### config.mk
export PLATFORM = sky130hd
export DESIGN_NAME = irq_dispatch
export DESIGN_NICKNAME = d
export VERILOG_FILES = /design/src/rtl/irq_dispatch.sv
export SDC_FILE = /design/constraint.sdc
export NUM_CORES = 1
export LEC_CHECK = 0
export ABC_CLOCK_PERIOD_IN_PS = 2450
export CAP_MARGIN = 15
export CORE_MARGIN = 2
export CORE_UTILIZATION = 30
export CTS_BUF_LIST = sky130_fd_sc_hd__clkbuf_16
export CTS_CLUSTER_DIAMETER = 120
export DETAILED_ROUTE_END_ITERATION = 7
export DONT_BUFFER_PORTS = 1
export PLACE_DENSITY = 0.43
export SETUP_SLACK_MARGIN = 0.02
export SLEW_MARGIN = 5
export SYNTH_ARGS = -nofsm -noshare
export SYNTH_HDL_FRONTEND = slang
export SYNTH_SLANG_ARGS = --single-unit
### constraint.sdc
create_clock -name clk -period 2.45 [get_ports clk]
set_input_delay 0.3675 -clock clk [delete_from_list [all_inputs] [get_ports clk]]
set_output_delay 0.3675 -clock clk [all_outputs]
set_load 0.02 [all_outputs]
### src/rtl/irq_dispatch.sv
// irq_dispatch -- hands one pending interrupt at a time from the interrupt
// controller to the CPU and tracks per-source dispatch statistics.
//
// Ports:
//   clk, rst                 single clock, synchronous active-high reset
//   irq_in, src_in,          pending flag, source index and ISR address
//   isr_addr_in              from the interrupt controller
//   iack                     one-cycle pulse clearing the selected source
//   cpu_int, cpu_vector      request and latched ISR address for the CPU
//   cpu_int_ack              CPU has taken the vector
//   cs, input_addr,          register bus (bits [3:2] of the address are
//   write_data,              decoded: 0 MASK, 1 STATUS, 2 COUNT, 3 CTRL)
//   write_enable, read_data
module irq_dispatch #(
  parameter int ACK_TIMEOUT = 255
) (
  input  logic        clk,
  input  logic        rst,
  input  logic        irq_in,
  input  logic [1:0]  src_in,
  input  logic [31:0] isr_addr_in,
  output logic        iack,
  output logic        cpu_int,
  output logic [31:0] cpu_vector,
  input  logic        cpu_int_ack,
  input  logic        cs,
  input  logic [31:0] input_addr,
  input  logic [31:0] write_data,
  input  logic        write_enable,
  output logic [31:0] read_data
);

  typedef enum logic [2:0] {
    ST_IDLE    = 3'd0,
    ST_REQ     = 3'd1,
    ST_ACK     = 3'd2,
    ST_SERVICE = 3'd3,
    ST_DROP    = 3'd4,
    ST_GUARD   = 3'd5
  } state_e;

  // Last value of the REQ cycle counter before the request is abandoned.
  localparam logic [7:0] TO_LAST = 8'(ACK_TIMEOUT - 1);

  // Saturating 8-bit increment for the dispatch counters.
  function automatic logic [7:0] sat_inc8(input logic [7:0] v);
    if (v == 8'hFF) begin
      return 8'hFF;
    end else begin
      return v + 8'd1;
    end
  endfunction

  state_e           state_q, state_d;
  logic [7:0]       to_cnt_q, to_cnt_d;
  logic [1:0]       act_src_q, act_src_d;
  logic [31:0]      vector_q, vector_d;
  logic [3:0]       mask_q, mask_d;
  logic [3:0][7:0]  cnt_q, cnt_d;
  logic             to_flag_q, to_flag_d;
  logic             cpu_int_q, iack_q;

  logic             wr_s, wr_mask_s, wr_ctrl_s;
  logic             eoi_s, clr_cnt_s, clr_to_s, to_set_s, busy_s;
  logic [31:0]      read_s;
  logic             unused_bits_s;

  assign wr_s      = cs & write_enable;
  assign wr_mask_s = wr_s & (input_addr[3:2] == 2'd0);
  assign wr_ctrl_s = wr_s & (input_addr[3:2] == 2'd3);
  assign eoi_s     = wr_ctrl_s & write_data[0];
  assign clr_cnt_s = wr_ctrl_s & write_data[1];
  assign clr_to_s  = wr_ctrl_s & write_data[2];
  assign busy_s    = (state_q == ST_REQ) | (state_q == ST_ACK) | (state_q == ST_SERVICE);

  // Address and data bits outside the register map carry no meaning here.
  assign unused_bits_s = ^{input_addr[31:4], input_addr[1:0], write_data[31:4]};

  // Dispatch FSM next state plus the source/vector/timeout bookkeeping.
  always_comb begin
    state_d   = state_q;
    to_cnt_d  = to_cnt_q;
    act_src_d = act_src_q;
    vector_d  = vector_q;
    to_set_s  = 1'b0;
    case (state_q)
      ST_IDLE: begin
        if (irq_in) begin
          if (mask_q[src_in]) begin
            state_d = ST_DROP;
          end else begin
            state_d   = ST_REQ;
            act_src_d = src_in;
            vector_d  = isr_addr_in;
            to_cnt_d  = 8'd0;
          end
        end else begin
          state_d = ST_IDLE;
        end
      end
      ST_REQ: begin
        // An ack arriving on the last allowed cycle still wins.
        if (cpu_int_ack) begin
          state_d = ST_ACK;
        end else if (to_cnt_q == TO_LAST) begin
          // No iack: the source stays pending and is retried from IDLE.
          state_d  = ST_IDLE;
          to_set_s = 1'b1;
          to_cnt_d = 8'd0;
        end else begin
          to_cnt_d = to_cnt_q + 8'd1;
        end
      end
      ST_ACK:     state_d = ST_SERVICE;
      ST_SERVICE: begin
        if (eoi_s) begin
          state_d = ST_GUARD;
        end else begin
          state_d = ST_SERVICE;
        end
      end
      ST_DROP:    state_d = ST_GUARD;
      ST_GUARD:   state_d = ST_IDLE;
      default:    state_d = ST_IDLE;
    endcase
  end

  // Per-source counters, mask and sticky timeout flag; clears win over updates.
  always_comb begin
    cnt_d = cnt_q;
    for (int i = 0; i < 4; i++) begin
      if (clr_cnt_s) begin
        cnt_d[i] = 8'd0;
      end else if ((state_q == ST_ACK) && (act_src_q == 2'(i))) begin
        cnt_d[i] = sat_inc8(cnt_q[i]);
      end else begin
        cnt_d[i] = cnt_q[i];
      end
    end
    if (wr_mask_s) begin
      mask_d = write_data[3:0];
    end else begin
      mask_d = mask_q;
    end
    if (to_set_s) begin
      to_flag_d = 1'b1;
    end else if (clr_to_s) begin
      to_flag_d = 1'b0;
    end else begin
      to_flag_d = to_flag_q;
    end
  end

  // State and register update; outputs are registered from the next state.
  always_ff @(posedge clk) begin
    if (rst) begin
      state_q   <= ST_IDLE;
      to_cnt_q  <= 8'd0;
      act_src_q <= 2'd0;
      vector_q  <= 32'd0;
      mask_q    <= 4'd0;
      cnt_q     <= '0;
      to_flag_q <= 1'b0;
      cpu_int_q <= 1'b0;
      iack_q    <= 1'b0;
    end else begin
      state_q   <= state_d;
      to_cnt_q  <= to_cnt_d;
      act_src_q <= act_src_d;
      vector_q  <= vector_d;
      mask_q    <= mask_d;
      cnt_q     <= cnt_d;
      to_flag_q <= to_flag_d;
      cpu_int_q <= (state_d == ST_REQ);
      iack_q    <= (state_d == ST_ACK) | (state_d == ST_DROP);
    end
  end

  // Register read mux; the bus reads zero when not selected.
  always_comb begin
    read_s = 32'd0;
    if (cs) begin
      case (input_addr[3:2])
        2'd0:    read_s = {28'd0, mask_q};
        2'd1:    read_s = {23'd0, to_flag_q, 2'b00, act_src_q, busy_s, state_q};
        2'd2:    read_s = cnt_q;
        default: read_s = 32'd0;
      endcase
    end else begin
      read_s = 32'd0;
    end
  end

  assign read_data  = read_s;
  assign cpu_int    = cpu_int_q;
  assign iack       = iack_q;
  assign cpu_vector = vector_q;

endmodule

# Word-level counts from Yosys, hierarchy flattened
# Index checks and enable logic that the tools add are counted.
[word_totals]
rom_bits = 0
latchBits = 0
mem_count = 0
word_cells = 85
ram_bits = 0
input_bits = 104
register_bits = 84
[classes]
mul = 0
magnitude_cmp = 1
div_mod_pow = 0
n_eq_ne = 21
mux = 24
shifts = 0
n_addsub = 5
bitwise_logic = 10
reduce_logical = 12
[ops]
columns = ["operator", "count"]
rows = [
  ["$pmux W32 S3", 1],
  ["$mux W8", 8],
  ["$add A8 B1 Y8 const B", 5],
  ["$eq A8 B8 Y1 const B", 5],
  ["$mux W32", 1],
  ["$pmux W8 S2", 1],
  ["$mux W3", 5],
  ["$pmux W3 S5", 1],
  ["$eq A3 B2 Y1 const B", 3],
  ["$eq A2 B2 Y1 const B", 4],
  ["$and A1 B1 Y1", 6],
  ["$eq A3 B1 Y1 const B", 2],
  ["$eq A3 B3 Y1 const B", 2],
  ["$mux W1", 6],
  ["$ne A2 B2 Y1 const B", 3],
  ["$eq A2 B1 Y1 const B", 2],
  ["$logic_and A1 B1 Y1", 4],
  ["$logic_not A2 Y1", 2],
  ["$reduce_and A4 Y1", 1],
  ["$reduce_bool A2 Y1", 2],
  ["$logic_not A3 Y1", 1],
  ["$lt A2 B3 Y1 const B", 1],
  ["$or A1 B1 Y1", 3],
  ["$reduce_and A3 Y1", 1],
  ["3 further kinds", 3],
]

# Longest topological paths before layout
# Gate-level depths: netlist (run 1).
[logic_depth]
word_depth = 7
mapped_depth = 6

# Worst setup path before layout (run 1)
# No wires, ideal clock.
[synth_timing]
kind = "input to output"
startpoint = "in input_addr[3]"
endpoint = "out read_data[11]"
setup_slack_ns = 0.526
cell_stages = 5
arrival_time_ns = 1.557
path_buffers = 3
path_cell_list = "clkbuf_1 nor2b_1 clkbuf_1 clkbuf_1 and3_1"
[synth_via]
elab_chain_len = 3
word_cells_on_any_way = 5
[synth_lines]
columns = ["item", "line_no", "rtl"]
rows = [
  ["start, declared", "27", "input logic [31:0] input_addr,"],
  ["$eq A2 B2 Y1, or another cell as far along", "183", "case (input_addr[3:2])"],
  ["$pmux W32 S3 *", "183", ""],
  ["$mux W32 *", "182", "if (cs) begin"],
  ["end, declared", "30", "output logic [31:0] read_data"],
]
# Every way passes the cells marked *; elsewhere a longest branch is shown, timed or not.

# Final worst setup path (run 1)
[layout_timing]
startpoint = "reg state_q[0]"
endpoint = "out read_data[3]"
[layout_via]
elab_chain_len = 5
word_cells_on_any_way = 7
[layout_lines]
columns = ["item", "line_no", "rtl"]
rows = [
  ["start, declared", "54", "state_e state_q, state_d;"],
  ["start signal, assigned", "167", "state_q <= state_d;"],
  ["$eq A3 B1 Y1 or $eq A3 B2 Y1 (tied branches)", "74", "assign busy_s = (state_q == ST_REQ) | (state_q == ST_ACK) | (state_q == ST_SERVICE);"],
  ["$or A1 B1 Y1", "74", ""],
  ["$or A1 B1 Y1 *", "74", ""],
  ["$pmux W32 S3 *", "183", ""],
  ["$mux W32 *", "182", ""],
]
# Marked as above.

==> results of run 1 <==
## sequential cells by signal (all words and copies together) (netlist names)
signal	cells
cnt_q	32
cpu_vector	32
to_cnt_q	8
mask_q	4
state_q	3
act_src_q	2
cpu_int	1
iack	1
to_flag_q	1
## metrics by stage
step / setup WS [ns] / instances / total power (uW) / utilization / instance area [um2]
5_1_grt: 0.127 / 671 / 3430 / 0.344 / 4570
3_3_place_gp: 0.422 / 655 / 1830 / 0.320 / 4260
6_report: 0.370 / 671 / 3270 / 0.344 / 4570
3_5_place_dp: 0.389 / 655 / 1830 / 0.320 / 4260
4_1_cts: 0.328 / 671 / 3320 / 0.344 / 4570
2_1_floorplan: 0.526 / 495 / 1790 / - / 4090
## layout by cell type (no fill, tap or decap), drive strengths merged, types with 3 or more instances in the layout
cell,count
a211oi,6
a21oi,65
a22oi,3
a31oi,4
and2,6
and3,31
and4,3
buf,15
clkbuf,9
dfxtp,84
ha,6
inv,15
mux2i,12
nand2,86
nand3,14
nand4,7
nor2,26
nor2b,7
nor3,15
nor3b,3
nor4,4
o21ai,7
o31ai,6
or3,4
or4,6
or4b,3
xnor2,12
xor2,4
## final timing paths
check	cells after the start	from	slack (ns)	end
worst max register to register	4	state_q[0]$_SDFF_PP0_	0.40	cnt_q[1]$_SDFFE_PP0P_
worst max-delay path	4	state_q[0]$_SDFF_PP0_	0.37	read_data[3]
worst min-delay path	1	rst	0.07	cpu_vector[13]$_SDFFE_PP0P_
worst min register to register	2	to_cnt_q[7]$_SDFFE_PP0P_	0.48	to_cnt_q[7]$_SDFFE_PP0P_
## final cells by class
cell class,instances,area [um2],share of cell area
flip-flops and latches,84,1680,0.368
repair buffers,15,113,0.0246
well taps,176,220,0.0481
clock buffers,9,225,0.0492
clock inverters,7,90.1,0.0197
multi-input cells,370,2210,0.482
inverters,10,37.5,0.00821
## logic make-up after synthesis
kind of cell | Yosys count | synth area share
fa+ha+maj | 6 | 0.0183
flops | 84 | 0.411
buf+inv | 41 | 0.0498
mux | 14 | 0.0376
compound gates | 106 | 0.154
simple gates | 228 | 0.295
xor+xnor | 16 | 0.0342
## report_power, final
group          total [uW]  internal [uW]  switching (uW)
Combinational         259           99.7             159
Clock                1480            821             656
Sequential           1540           1420             113
## metal layers
layer	vias up	GRT usage	part of all wire
li1	1759	-	-
met1	1596	0.190	0.46
met2	83	0.231	0.44
met3	11	0.0571	0.076
met4	0	0.0698	0.017
met5	-	0	0
## critical path, stage by stage (launching register included)
cell and delay, ns:
dfxtp_1 0.57, buf_4 0.20, nor2_1 0.07, o31ai_1 0.20, o211a_1 0.31
==> run summary, run 1 <==
Post-synth ARST share: 0
pwr dens: 716 nW/um2
CTS Hold Bufs: 0
first-pass GRT wire length: 17.3 mm
Post-synth EDFFs: 0
ys flop type: dfxtp_1
top cells by count, synth: dfxtp_1 (84), nand2_1 (84), a21oi_1 (65)
Max IR drop VDD: 0.363 mV
number of setup buffers added after CTS: 0
Mapped Area: 4090 um2
Seq cells post-synth: 84
Synth area leader: dfxtp_1
post-cts resize count: 0
post-synthesis sequential area ratio: 0.411
worst skew pair latency: 0.36 ns
Critical Path AT: 1.71 ns
min-delay worst type: input pin to register
chip width: 121 um
syn_area_per_cell: 8.27 um2
vias in the first global route: 3306
HPWL Detailed: 7.32 mm
clk sinks: 84
largest fanout on the critical path: 14
Peak Freq: 481 MHz
Fillers: 1423
Pins Over Slew Limit: 0
max-cap viol count: 0
clock tree from TritonCTS: built
Post-Route WL: 10.6 mm
Die ar.: 14600 um2
WHS: 0.0727 ns
Worst Setup End Kind: primary output
Starting Density: 0.308
# nets final: 600
IO Pins: 170
via count: 3449
setup TNS: 0 ns
vias per cell: 5.14
Mapped Cells: 495
leading post-synthesis cells by cell area: dfxtp_1 (41%), a21oi_1 (7.9%), nand2_1 (7.7%)
total track usage: 0.152
antenna viol nets, final: 0
CTS buffer count: 9
Cell Rows: 42
post-synth top area share: 0.411
critical path class: register to primary output
Die H: 121 um
Root Driver: clkbuf_16
Slew @ Worst Pin: 0.792 ns
number of unique standard cell types used by synthesis: 59
Setup violations, final: 0
router iterations before antenna repair: 4
GRT overflow: 0
Syn Nets: 605
Yosys warnings: 0
LEAKAGE: 0.00167 uW
Wirelength per Cell: 15.8 um
minimum clock period: 2.08 ns
largest net degree at the start of global routing: 46
initial antenna violation count: 0
Iter 0 DRT Violations: 170
GPL Wtd Cong: 0.735
n_diodes: 0
CTS Buffer Depth: 2
Syn-to-layout area delta: 11.8%
Core Box Area: 13300 um2
Req. time, crit path: 2.08 ns
CP Launch Type: register
Fin. Hold Viols: 0
clk slew on worst S/H paths: 0.07 ns
DRC viols: 0
status: finished, final reports clean
RSZ-0062 raised after global routing: false
relative slew slack: 0.468
layout cell share with drive strength beyond 1: 0.0869
H-tree depth: 3
IO Port Bufs: 0
Final Cycle Share: 0.849
Layout Skew: 0.00743 ns
Note: power is estimated with default switching activity, not from simulation.
==> run 2: changes to the inputs <==
--- a/config.mk
+++ b/config.mk
@@ -5,7 +5,7 @@
 export SDC_FILE = /design/constraint.sdc
 export NUM_CORES = 1
 export LEC_CHECK = 0
-export ABC_CLOCK_PERIOD_IN_PS = 2450
+export ABC_CLOCK_PERIOD_IN_PS = 1800
 export CAP_MARGIN = 15
 export CORE_MARGIN = 2
 export CORE_UTILIZATION = 30
@@ -13,7 +13,7 @@
 export CTS_CLUSTER_DIAMETER = 120
 export DETAILED_ROUTE_END_ITERATION = 7
 export DONT_BUFFER_PORTS = 1
-export PLACE_DENSITY = 0.43
+export PLACE_DENSITY = 0.44
 export SETUP_SLACK_MARGIN = 0.02
 export SLEW_MARGIN = 5
 export SYNTH_ARGS = -nofsm -noshare
==> constraint.sdc (replaced) <==
create_clock -name clk -period 1.8 [get_ports clk]
set_input_delay 0.27 -clock clk [delete_from_list [all_inputs] [get_ports clk]]
set_output_delay 0.27 -clock clk [all_outputs]
set_load 0.02 [all_outputs]
==> run 2 against run 1 <==
  * Final cell count grew 3.9%
  * Combinational power grew 95%
  * Via count grew 2.8%
  * Sequential power grew 35%
  * Worst hold slack lost 0.0093 ns
  * Setup slack lost 0.30 ns
  * Utilization grew 2.7 points
  * Cell area grew 7.8%
  * First-iteration DRC count shrank 7.6%
  * Sequential cell count is the same
  * Wire length grew 2.0%
  * Clock-buffer cell count is the same
  * Critical path type is now register to register
  * Critical endpoint is now cpu_vector[12]$_SDFFE_PP0P_
  * Largest power group unchanged
==> run summary, run 2 (same netlist as run 1, synthesis figures left out) <==
status: finished, final reports clean (unchanged)
GPL Wtd Cong: 0.770 (was 0.735)
cell count of the worst reg-to-reg path: 5 (was 4)
WHS: 0.0634 ns (was 0.0727 ns)
Iter 0 DRT Violations: 157 (was 170)
Post-Route WL: 10.8 mm (was 10.6 mm)
CP cell instances: mux4_2, or4_4, buf_12, nand2_1, a21oi_1 (was buf_4, nor2_1, o31ai_1, o211a_1)
vias in the first global route: 3425 (was 3306)
largest net degree at the start of global routing: 44 (was 46)
Cell Rows: 42 (unchanged)
largest fanout on the critical path: 17 (was 14)
critical path class: register to register (was register to primary output)
final setup margin: 0.0738 ns (was 0.370 ns)
Starting Density: 0.308 (unchanged)
Hold Path Stages: 2 (was 1)
Slew @ Worst Pin: 0.421 ns (was 0.792 ns)
H-tree depth: 3 (unchanged)
CTS buffer count: 9 (unchanged)
slowest stage delay, CP: 0.51 ns (was 0.57 ns)
Pint: 3370 uW (was 2350 uW)
Peak Freq: 579 MHz
DRC viols: 0 (unchanged)
max-cap viol count: 0 (unchanged)
finished layout cell area: 4930 um2 (was 4570 um2)
worst skew pair latency: 0.33 ns (was 0.36 ns)
Fillers: 1390 (was 1423)
HPWL Detailed: 7.48 mm (was 7.32 mm)
Area after DPL: 4480 um2 (was 4260 um2)
Reg-to-Reg Start: mask_q[3]$_SDFFE_PP0P_ (was state_q[0]$_SDFF_PP0_)
initial antenna violation count: 0 (unchanged)
via count: 3545 (was 3449)
IO Pins: 170 (unchanged)
clk slew on worst S/H paths: 0.06 ns (was 0.07 ns)
relative slew slack: 0.718 (was 0.468)
cell family with most CP delay: simple AND/OR/NAND/NOR gates (was flip-flops)
vias per cell: 5.09 (was 5.14)
Clock power frac: 0.428 (was 0.451)
RR Endpoint: cpu_vector[12]$_SDFFE_PP0P_ (was cnt_q[1]$_SDFFE_PP0P_)
minimum clock period: 1.73 ns
Setup violations, final: 0 (unchanged)
router iterations before antenna repair: 4 (unchanged)
Die H: 121 um (unchanged)
Max IR drop VDD: 0.438 mV (was 0.363 mV)
Hold Path End: cpu_vector[16]$_SDFFE_PP0P_ (was cpu_vector[13]$_SDFFE_PP0P_)
Pins Over Slew Limit: 0 (unchanged)
critical path buffer and inverter count: 1 (unchanged)
n_diodes: 0 (unchanged)
Layout Skew: 0.00463 ns (was 0.00743 ns)
layout cell share with drive strength beyond 1: 0.157 (was 0.0869)
Syn-to-layout area delta: 20.5% (was 11.8%)
pwr dens: 917 nW/um2 (was 716 nW/um2)
total track usage: 0.148 (was 0.152)
setup TNS: 0 ns (unchanged)
Root Driver: clkbuf_16 (unchanged)
IO Port Bufs: 0 (unchanged)
first-pass GRT wire length: 17.1 mm (was 17.3 mm)
GRT overflow: 0 (unchanged)
CP Launch Type: register (unchanged)
LEAKAGE: 0.00184 uW (was 0.00167 uW)
Worst Setup End Kind: register (was primary output)
Hold Crit Start: isr_addr_in[16] (was rst)
most common cell after layout, fill and taps aside: nand2_1
P_sw: 1150 uW (was 928 uW)
combinational fraction of design power: 0.112 (was 0.079)
min-delay worst type: input pin to register (unchanged)
Critical Path AT: 1.95 ns (was 1.71 ns)
clk sinks: 84 (unchanged)
clock tree from TritonCTS: built (unchanged)
post-layout total power: 4520 uW (was 3270 uW)
antenna viol nets, final: 0 (unchanged)
RSZ-0062 raised after global routing: true (was false)
sw frac: 0.255 (was 0.284)
slowest CP cell: mux4_2 (was dfxtp_1)
commonest cells after routing, fill and taps aside: nand2_1 (83), dfxtp_1 (81), a21oi_1 (65) (was nand2_1 (84), dfxtp_1 (84), a21oi_1 (65))
CTS Buffer Depth: 2 (unchanged)
Die ar.: 14600 um2 (unchanged)
Wirelength per Cell: 15.5 um (was 15.8 um)
Fin. Hold Viols: 0 (unchanged)
# nets final: 627 (was 600)
sequential power share: 0.460 (was 0.470)
pre-CTS WS: -0.0148 ns (was 0.389 ns)
Final Cycle Share: 0.959
Core Box Area: 13300 um2 (unchanged)
chip width: 121 um (unchanged)
Req. time, crit path: 2.02 ns (was 2.08 ns)
R2R setup slack: 0.07 ns (was 0.40 ns)
[run 2: changes by cell type in the layout (fill, tap and decap cells not counted), sizes merged]
cell,delta
bufinv,+1
clkbuf,+1
clkinvlp,+1
buf,+26
inv,-4
clkinv,+1
[run 2: cell type report]
class                           count  area, um2  share of cell area
Inverter                           10       37.5             0.00761
Clock buffer                        9        225              0.0457
Timing Repair Buffer               42        422              0.0855
Clock inverter                      6       81.3              0.0165
Sequential cell                    84       1690               0.342
Multi-Input combinational cell    370       2260               0.458
Tap cell                          176        220              0.0446
[run 2: timing repair]
action	4_1_cts	5_1_grt
pin swaps	1	4
endpoints found under the setup margin	8	67
hold buffers	1	0
buffers inserted	0	2
endpoints found under the hold margin	43	0
cloned	0	2
gates resized for setup	3	22
[run 2: how the worst max path moves through the flow]
stage	cells after the start	end	startpoint	slack [ns]
after global routing	5	cnt_q[12]$_SDFFE_PP0P_	state_q[2]$_SDFF_PP0_	0.007
after global placement	5	cnt_q[4]$_SDFFE_PP0P_	act_src_q[0]$_SDFFE_PP0P_	-0.004
after CTS	5	cnt_q[23]$_SDFFE_PP0P_	act_src_q[0]$_SDFFE_PP0P_	-0.003
final	5	cpu_vector[12]$_SDFFE_PP0P_	mask_q[3]$_SDFFE_PP0P_	0.07
after detailed placement	4	cnt_q[5]$_SDFFE_PP0P_	state_q[0]$_SDFF_PP0_	-0.01
after floorplan	6	cpu_vector[0]$_SDFFE_PP0P_	mask_q[3]$_SDFFE_PP0P_	-0.02
[run 2: through the flow]
stage	instances	util
final	697	0.371
after global routing	697	0.371
after CTS	693	0.362
after detailed placement	677	0.337
after global placement	677	0.337
after floorplan	495	-
[run 2: power groups by stage]
stage          combinational, uW  sequential (uW)  clock [uW]
3_3_place_gp                 430             2120           0
6_report                     505             2080        1940
4_1_cts                      463             2080        2000
2_1_floorplan                340             2100           0
5_1_grt                      568             2090        2070
3_5_place_dp                 440             2120           0
[run 2: metal layers]
layer | track usage | vias up | wire length, um
li1 | - | 1806 | -
met1 | 0.194 | 1644 | 5000
met2 | 0.225 | 81 | 4840
met3 | 0.0505 | 14 | 777
met4 | 0.0531 | 0 | 184
met5 | 0 | - | 0
